==> src/rtl/spi_slave_param.sv <==
// Parametrised SPI slave front end: deserialises cmd+payload frames from MOSI,
// serialises read data onto MISO, and flags aborted or timed-out frames.
module spi_slave_param #(
  parameter int DATA_W     = 8,
  parameter int TX_TIMEOUT = 16
) (
  input  logic              clk,
  input  logic              rst_n,
  input  logic              SS_n,
  input  logic              MOSI,
  output logic              MISO,
  output logic [DATA_W+1:0] rx_data,
  output logic              rx_valid,
  input  logic [DATA_W-1:0] tx_data,
  input  logic              tx_valid,
  output logic              frame_err,
  output logic              busy
);

  localparam int N  = DATA_W + 2;
  localparam int CW = $clog2(N + 1);
  localparam int TW = (TX_TIMEOUT > 1) ? $clog2(TX_TIMEOUT) : 1;

  typedef enum logic [2:0] {
    IDLE,
    CHK_CMD,
    WRITE,
    READ_ADD,
    READ_DATA,
    WAIT_TX,
    SHIFT_OUT,
    DONE
  } state_t;

  state_t            state, state_n;
  logic [CW-1:0]     cnt, cnt_n;
  logic [TW-1:0]     wcnt, wcnt_n;
  logic [DATA_W-2:0] shreg, shreg_n;
  logic              addr_held, addr_held_n;
  logic [N-1:0]      rx_data_n;
  logic              miso_n, rx_valid_n, frame_err_n;

  assign busy = (state != IDLE);

  // NOTE: every signal gets a default before the case so no path leaves it
  // unassigned; a missing default here would infer a latch.
  always_comb begin
    state_n     = state;
    cnt_n       = cnt;
    wcnt_n      = '0;
    shreg_n     = shreg;
    addr_held_n = addr_held;
    rx_data_n   = rx_data;
    miso_n      = 1'b0;
    rx_valid_n  = 1'b0;
    frame_err_n = 1'b0;

    // Deselect wins over every other transition, including a completing word.
    if (state != IDLE && SS_n) begin
      state_n     = IDLE;
      cnt_n       = '0;
      frame_err_n = (state != DONE);
    end else begin
      unique case (state)
        IDLE: begin
          if (!SS_n) state_n = CHK_CMD;
        end

        CHK_CMD: begin
          cnt_n = CW'(N);
          if (!MOSI)          state_n = WRITE;
          else if (addr_held) state_n = READ_DATA;
          else                state_n = READ_ADD;
        end

        WRITE, READ_ADD, READ_DATA: begin
          if (cnt != '0) begin
            for (int i = 0; i < N; i++) begin
              if (cnt == CW'(i + 1)) rx_data_n[i] = MOSI;
            end
            cnt_n = cnt - 1'b1;
          end else begin
            rx_valid_n = 1'b1;
            if (state == WRITE) begin
              state_n = DONE;
            end else if (state == READ_ADD) begin
              addr_held_n = 1'b1;
              state_n     = DONE;
            end else begin
              state_n = WAIT_TX;
            end
          end
        end

        WAIT_TX: begin
          if (tx_valid) begin
            shreg_n = tx_data[DATA_W-2:0];
            miso_n  = tx_data[DATA_W-1];
            cnt_n   = CW'(DATA_W - 1);
            state_n = SHIFT_OUT;
          end else if (TX_TIMEOUT != 0 && wcnt == TW'(TX_TIMEOUT - 1)) begin
            frame_err_n = 1'b1;
            state_n     = DONE;
          end else begin
            wcnt_n = wcnt + 1'b1;
          end
        end

        SHIFT_OUT: begin
          // cnt counts the bits still to drive; the MSB left with the load.
          if (cnt != '0) begin
            for (int i = 0; i < DATA_W - 1; i++) begin
              if (cnt == CW'(i + 1)) miso_n = shreg[i];
            end
            cnt_n = cnt - 1'b1;
          end else begin
            addr_held_n = 1'b0;
            state_n     = DONE;
          end
        end

        DONE: begin
          state_n = DONE;
        end
      endcase
    end
  end

  // NOTE: sequential state uses non-blocking assignments so every register
  // samples the pre-edge values regardless of statement order.
  always_ff @(posedge clk) begin
    if (!rst_n) begin
      state     <= IDLE;
      cnt       <= '0;
      wcnt      <= '0;
      shreg     <= '0;
      addr_held <= 1'b0;
      rx_data   <= '0;
      MISO      <= 1'b0;
      rx_valid  <= 1'b0;
      frame_err <= 1'b0;
    end else begin
      state     <= state_n;
      cnt       <= cnt_n;
      wcnt      <= wcnt_n;
      shreg     <= shreg_n;
      addr_held <= addr_held_n;
      rx_data   <= rx_data_n;
      MISO      <= miso_n;
      rx_valid  <= rx_valid_n;
      frame_err <= frame_err_n;
    end
  end

endmodule

==> config.mk <==
export PLATFORM = sky130hd
export DESIGN_NAME = spi_slave_param
export DESIGN_NICKNAME = d
export VERILOG_FILES = /design/src/rtl/spi_slave_param.sv
export SDC_FILE = /design/constraint.sdc
export NUM_CORES = 1
export LEC_CHECK = 0
export BUFFER_PORTS_ARGS = -buffer_cell sky130_fd_sc_hd__buf_4
export CAP_MARGIN = 20
export CORE_UTILIZATION = 30
export CTS_BUF_LIST = sky130_fd_sc_hd__clkbuf_4
export DETAILED_ROUTE_END_ITERATION = 10
export SETUP_SLACK_MARGIN = 0.15
export SYNTH_ARGS = -nofsm -noshare
export SYNTH_HDL_FRONTEND = slang
export SYNTH_SLANG_ARGS = --single-unit
==> constraint.sdc <==
create_clock -name clk -period 2.3 [get_ports clk]
set_clock_uncertainty 0.1 [all_clocks]
set_input_delay 0.46 -clock clk [delete_from_list [all_inputs] [get_ports clk]]
set_output_delay 0.46 -clock clk [all_outputs]
set_load 0.03 [all_outputs]
# Yosys cells after proc, flatten, opt, wreduce, memory -nomap -nowiden
# Index checks and enable logic that the tools add are counted.
[classes] add_sub_neg=2 eq_ne=27 mux=33 n_bitwise=4 n_reduce_logical=25
[ops] operator="AND reduction 4 bit" count=11
[ops] operator="two-way mux 3 bit" count=7
[ops] operator="two-way mux 1 bit" count=18
[ops] operator="one-hot mux 3 bit (6 select lines)" count=1
[ops] operator="equality test 4 x 3 -> 1 bit (second input constant)" count=4
[ops] operator="equality test 4 bit (second input constant)" count=4
[ops] operator="equality test 3 bit (second input constant)" count=4
[ops] operator="!= test 2 bit (second input constant)" count=6
[ops] operator="one-hot mux 4 bit (3 select lines)" count=1
[ops] operator="equality test 4 x 2 -> 1 bit (second input constant)" count=2
[ops] operator="two-way mux 4 bit" count=2
[ops] operator="equality test 3 x 2 -> 1 bit (second input constant)" count=2
[ops] operator="!= test 3 bit (second input constant)" count=2
[ops] operator="AND reduction 3 bit" count=2
[ops] operator="AND reduction 6 bit" count=1
[ops] operator="nonzero test 3 bit" count=2
[ops] operator="OR reduction 3 bit" count=2
[ops] operator="OR reduction 5 bit" count=1
[ops] operator="adder 4 x 1 -> 4 bit (second input constant)" count=1
[ops] operator="equality test 4 x 1 -> 1 bit (second input constant)" count=1
[ops] operator="two-way mux 2 bit" count=2
[ops] operator="NOT 1 bit" count=4
[ops] operator="one-hot mux 1 bit (2 select lines)" count=2
[ops] operator="nonzero test 4 bit" count=1
[ops] operator="other kinds (8)" count=8
[word_totals] ff_bits=32 input_bits=13 output_inout_bits=14 elab_cells=109

# Longest topological paths before layout
[logic_depth] ltp_word=10 depth_mapped=7 ltp_nobuf=6

# Worst setup path before layout
# OpenSTA, ideal clock, no wires.
[synth_timing] path_kind="register -> register" from="register cnt[0]" to="register state[0]" setup_time_ns=0.086 t_arrival_ns=1.729 t_required_ns=2.114 setup_slack_ns=0.385 path_stages_with_launch=7 n_path_buf=1 synth_period_minus_slack_ns=1.915 path_cell_list="dfxtp_1 -> inv_1 -> ha_1 -> or3b_1 -> buf_2 -> a221o_2 -> a221oi_2"
[synth_between] elab_chain_cells=3 word_cells_on_any_way=4 classes_between="2 x eq/ne; 2 x reduce/logical"
[synth_rtl] element="start, declared" line="36" text="logic [CW-1:0] cnt, cnt_n;"
[synth_rtl] element="start signal, assigned" line="144" text="cnt <= cnt_n;"
[synth_rtl] element="nonzero test 4 bit *" line="77, 111"
[synth_rtl] element="!= test 2 bit (no line)"
[synth_rtl] element="AND reduction 4 bit (no line) *"
[synth_rtl] element="end signal, assigned" line="143" text="state <= state_n;"
[synth_rtl] element="end, declared" line="35" text="state_t state, state_n;"
# Mark *: on every way between the ends. The rest lies on a longest branch, timed or not.
# A chain may end at the register's enable or synchronous reset.

# Worst setup path in the final report
# Ends and elaborated chain as after synthesis.

==> impl_metrics.py <==
metrics = {
    "outcome": {
        "outcome": "completed",
    },
    "pwr": {
        "ir_drop_v": 0.000263,
        "power_frac_clock_pct": 16.7,
        "power_frac_comb_pct": 40.9,
        "pwr-share-seq_pct": 42.4,
        "power.switching_uw": 691,
        "switching_share_pct": 40.7,
        "pwr_density_cell_nw_per_um2": 864,
        "intPower_uw": 1010,
        "power_leakage_uw": 0.000771,
    },
    "floorplanning": {
        "initial_core_util_pct": 31.6,
        "die-area_um2": 5780,
        "die_x_um": 76.1,
        "core_area_um2": 5200,
        "ioPinCount": 27,
        "die_h_um": 76.1,
        "rows": 26,
    },
    "clock_tree": {
        "path_clk_slew_ps": 90,
        "cts_buffers": 5,
        "cts.sinks": 32,
        "cts_tree": "yes",
        "root_buffer": "clkbuf_4",
        "clk_latency_ps": 320,
        "htreeDepth": 2,
        "postCtsHoldBufs": 0,
        "clk_path_buf_depth": 2,
    },
    "timing": {
        "setup_violations": 0,
        "worst_pin_slew_ps": 545,
        "drv_slew": 0,
        "finalSetupTns_ps": 0,
        "timing.fmax_ghz": 0.488,
        "period_minus_slack_ps": 2050,
        "relSlewSlack_pct": 63.2,
        "grt_setup_unrepaired": "no",
        "fin_crit_sh_pct": 89.0,
        "hold_violations": 0,
    },
    "global_routing": {
        "antenna_found_initial": 0,
        "grt_pass1_wl_mm": 6.42,
        "grt_pass1_vias": 1357,
        "grt_overflow": 0,
        "grt_max_degree": 23,
        "grt_usage_pct": 13.9,
    },
    "place": {
        "place_hpwl_mm": 2.68,
        "place_congestion": 0.830,
        "port-buffer-count": 26,
        "dpl_cell_area_um2": 1910,
    },
    "synth": {
        "yosysWarnings": 0,
        "syn-mean-instance-area_um2": 8.85,
        "synth_fp_nets": 205,
        "yosysSeqAreaShare_pct": 38.9,
        "async_reset_ff_share_pct": 0,
        "postSynthCellCount": 186,
        "ys_seq_elements": 32,
        "synth-main-ff-cell": "dfxtp_1",
        "syn-cell-area_um2": 1650,
        "synth_edf_count": 0,
        "yosysUniqueCellTypes": 46,
    },
    "finish": {
        "nets": 232,
        "seq_area_um2": 646,
        "area_growth_pct": 19.5,
        "diodes": 0,
        "fillers": 543,
        "stdcell_area_um2": 1970,
        "drive_gt1_share_pct": 22.1,
        "multiInputGateArea_um2": 941,
    },
    "route": {
        "antenna_left": 0,
        "wl_per_cell_um": 12.9,
        "viasPerCell": 4.98,
        "finalWirelength_mm": 3.64,
        "vias": 1410,
        "dr.pass1.iters": 4,
        "drc": 0,
        "drtIter0Drc": 63,
    },
    "setup_path": {
        "crit_end": "state[0]",
        "critPathLaunch": "cnt[0]",
        "rr_endpoint": "state[0]",
        "crit_arrival_ps": 2190,
        "cp_num_cells": 5,
        "cp_top_family": "compound AO/OA/AOI/OAI gates",
        "critPathBufInv": 1,
        "crit_path_top_delay_cell": "or3b_4",
        "cp_cell_sequence": "inv_1 -> ha_2 -> or3b_4 -> a221o_2 -> a221oi_2",
        "critPathMaxStageDelay_ps": 430,
        "cp_max_fo": 6,
        "crit_type": "flip-flop to flip-flop",
        "required_ps": 2440,
        "r2r-start": "cnt[0]",
        "r2r_cells": 5,
        "worstSetupStartpointType": "flip-flop",
        "reg2reg_slack_ps": 250,
        "cp-end-kind": "flip-flop",
    },
    "hold_path": {
        "hold_path.class": "input pin to flip-flop",
        "hold_path_startpoint": "tx_data[7]",
        "hold_depth": 3,
    },
    "run": {
        "timing.max_cap.violations": 0,
    },
}
final cells by class:
cell class              instances  share of cell area (%)
repair buffers                 30                    11.5
multi-input cells             138                    47.8
flip-flops and latches         32                    32.8
well taps                      70                    4.45
inverters                       6                    1.15
clock buffers                   5                    1.91
clock inverters                 2                   0.382
power groups by stage:
stage / combinational, uW / sequential (uW) / clock [uW]
global placement: 667 / 723 / 0
global route: 766 / 738 / 321
floorplan: 543 / 666 / 0
finish: 695 / 721 / 283
detailed placement: 673 / 724 / 0
CTS: 675 / 712 / 299
worst min-delay path by stage:
| stage | end | slack, ps |
|---|---|---|
| after floorplan | wcnt[0] | 320 |
| after global placement | wcnt[0] | 340 |
| after detailed placement | wcnt[0] | 340 |
| after CTS | MISO | 280 |
| after global routing | shreg[2] | 290 |
| final | MISO | 290 |
kinds of logic after synthesis:
kind of cell,after synthesis,share of synthesized area (%)
fa+ha+maj,6,4.56
buf+inv,16,4.56
compound gates,38,16.5
flops,32,38.9
xor+xnor,2,1.06
simple gates,75,24.0
mux,17,10.3
timing repair:
| action | 4_1_cts | 5_1_grt |
|---|---|---|
| gates resized for setup | 1 | 4 |
| pin swaps | 0 | 0 |
| setup endpoints to repair | 1 | 5 |
| setup buffers | 0 | 0 |
synthesized netlist by cell type, drive strengths merged (2+ instances only):
| cell | count | area [um^2] |
|---|---|---|
| or3b | 3 | 26.3 |
| mux2i | 17 | 170 |
| a221o | 2 | 21.3 |
| nor2b | 9 | 56.3 |
| o311ai | 2 | 17.5 |
| buf | 5 | 33.8 |
| nor2 | 10 | 37.5 |
| o31ai | 2 | 15.0 |
| inv | 6 | 22.5 |
| nand3 | 14 | 70.1 |
| a31oi | 3 | 18.8 |
| nor3 | 2 | 10.0 |
| a21oi | 10 | 61.3 |
| o21ai | 8 | 40.0 |
| clkbuf | 5 | 18.8 |
| ha | 6 | 75.1 |
| nand2 | 22 | 82.6 |
| nand2b | 2 | 12.5 |
| dfxtp | 32 | 641 |
| a211oi | 2 | 15.0 |
| nor4b | 4 | 35.0 |
routing by layer:
| layer | wire length (um) | part of all wire (%) | track usage (%) |
|---|---|---|---|
| met1 | 1790 | 49 | 18.3 |
| met3 | 182 | 5.0 | 4.31 |
| met5 | 0 | 0 | 0 |
| met4 | 68 | 1.9 | 6.35 |
| met2 | 1600 | 44 | 20.7 |
metrics by stage:
stage / hold WS, ps / total power [uW] / setup slack (ps) / util, % / instances
after floorplan: 318 / 1210 / 385 / - / 186
after global placement: 335 / 1390 / 332 / 36.7 / 276
after detailed placement: 344 / 1400 / 213 / 36.7 / 276
after CTS: 282 / 1690 / 189 / 37.6 / 283
after global routing: 288 / 1820 / 161 / 37.8 / 283
final: 289 / 1700 / 252 / 37.8 / 283
worst reg2reg max path: cells and delay by family, from the launching register on:
family          cells  cell delay [ps]
fa+ha+maj           1              260
compound gates      2              680
flops               1              360
simple gates        1              430
buf+inv             1              140
cell usage in the layout (no fill, tap or decap), types with 2 or more instances in the layout:
cell	count
inv_1	6
nand2_1	22
nand3_1	14
o311ai_0	2
nor2_1	10
dfxtp_1	30
nor4b_1	3
a211oi_1	2
nand2b_1	2
nor3_1	2
clkinv_1	2
buf_4	30
o21ai_0	8
o31ai_1	2
a31oi_1	3
nor2b_1	9
clkbuf_4	5
mux2i_1	17
a21oi_1	9
ha_1	5
registers in the layout, summed over array words and instances (netlist names):
register	cells
cnt	4
MISO	1
rx_valid	1
frame_err	1
state	3
rx_data	10
wcnt	4
shreg	7
addr_held	1
(Power assumes the default switching activity.)
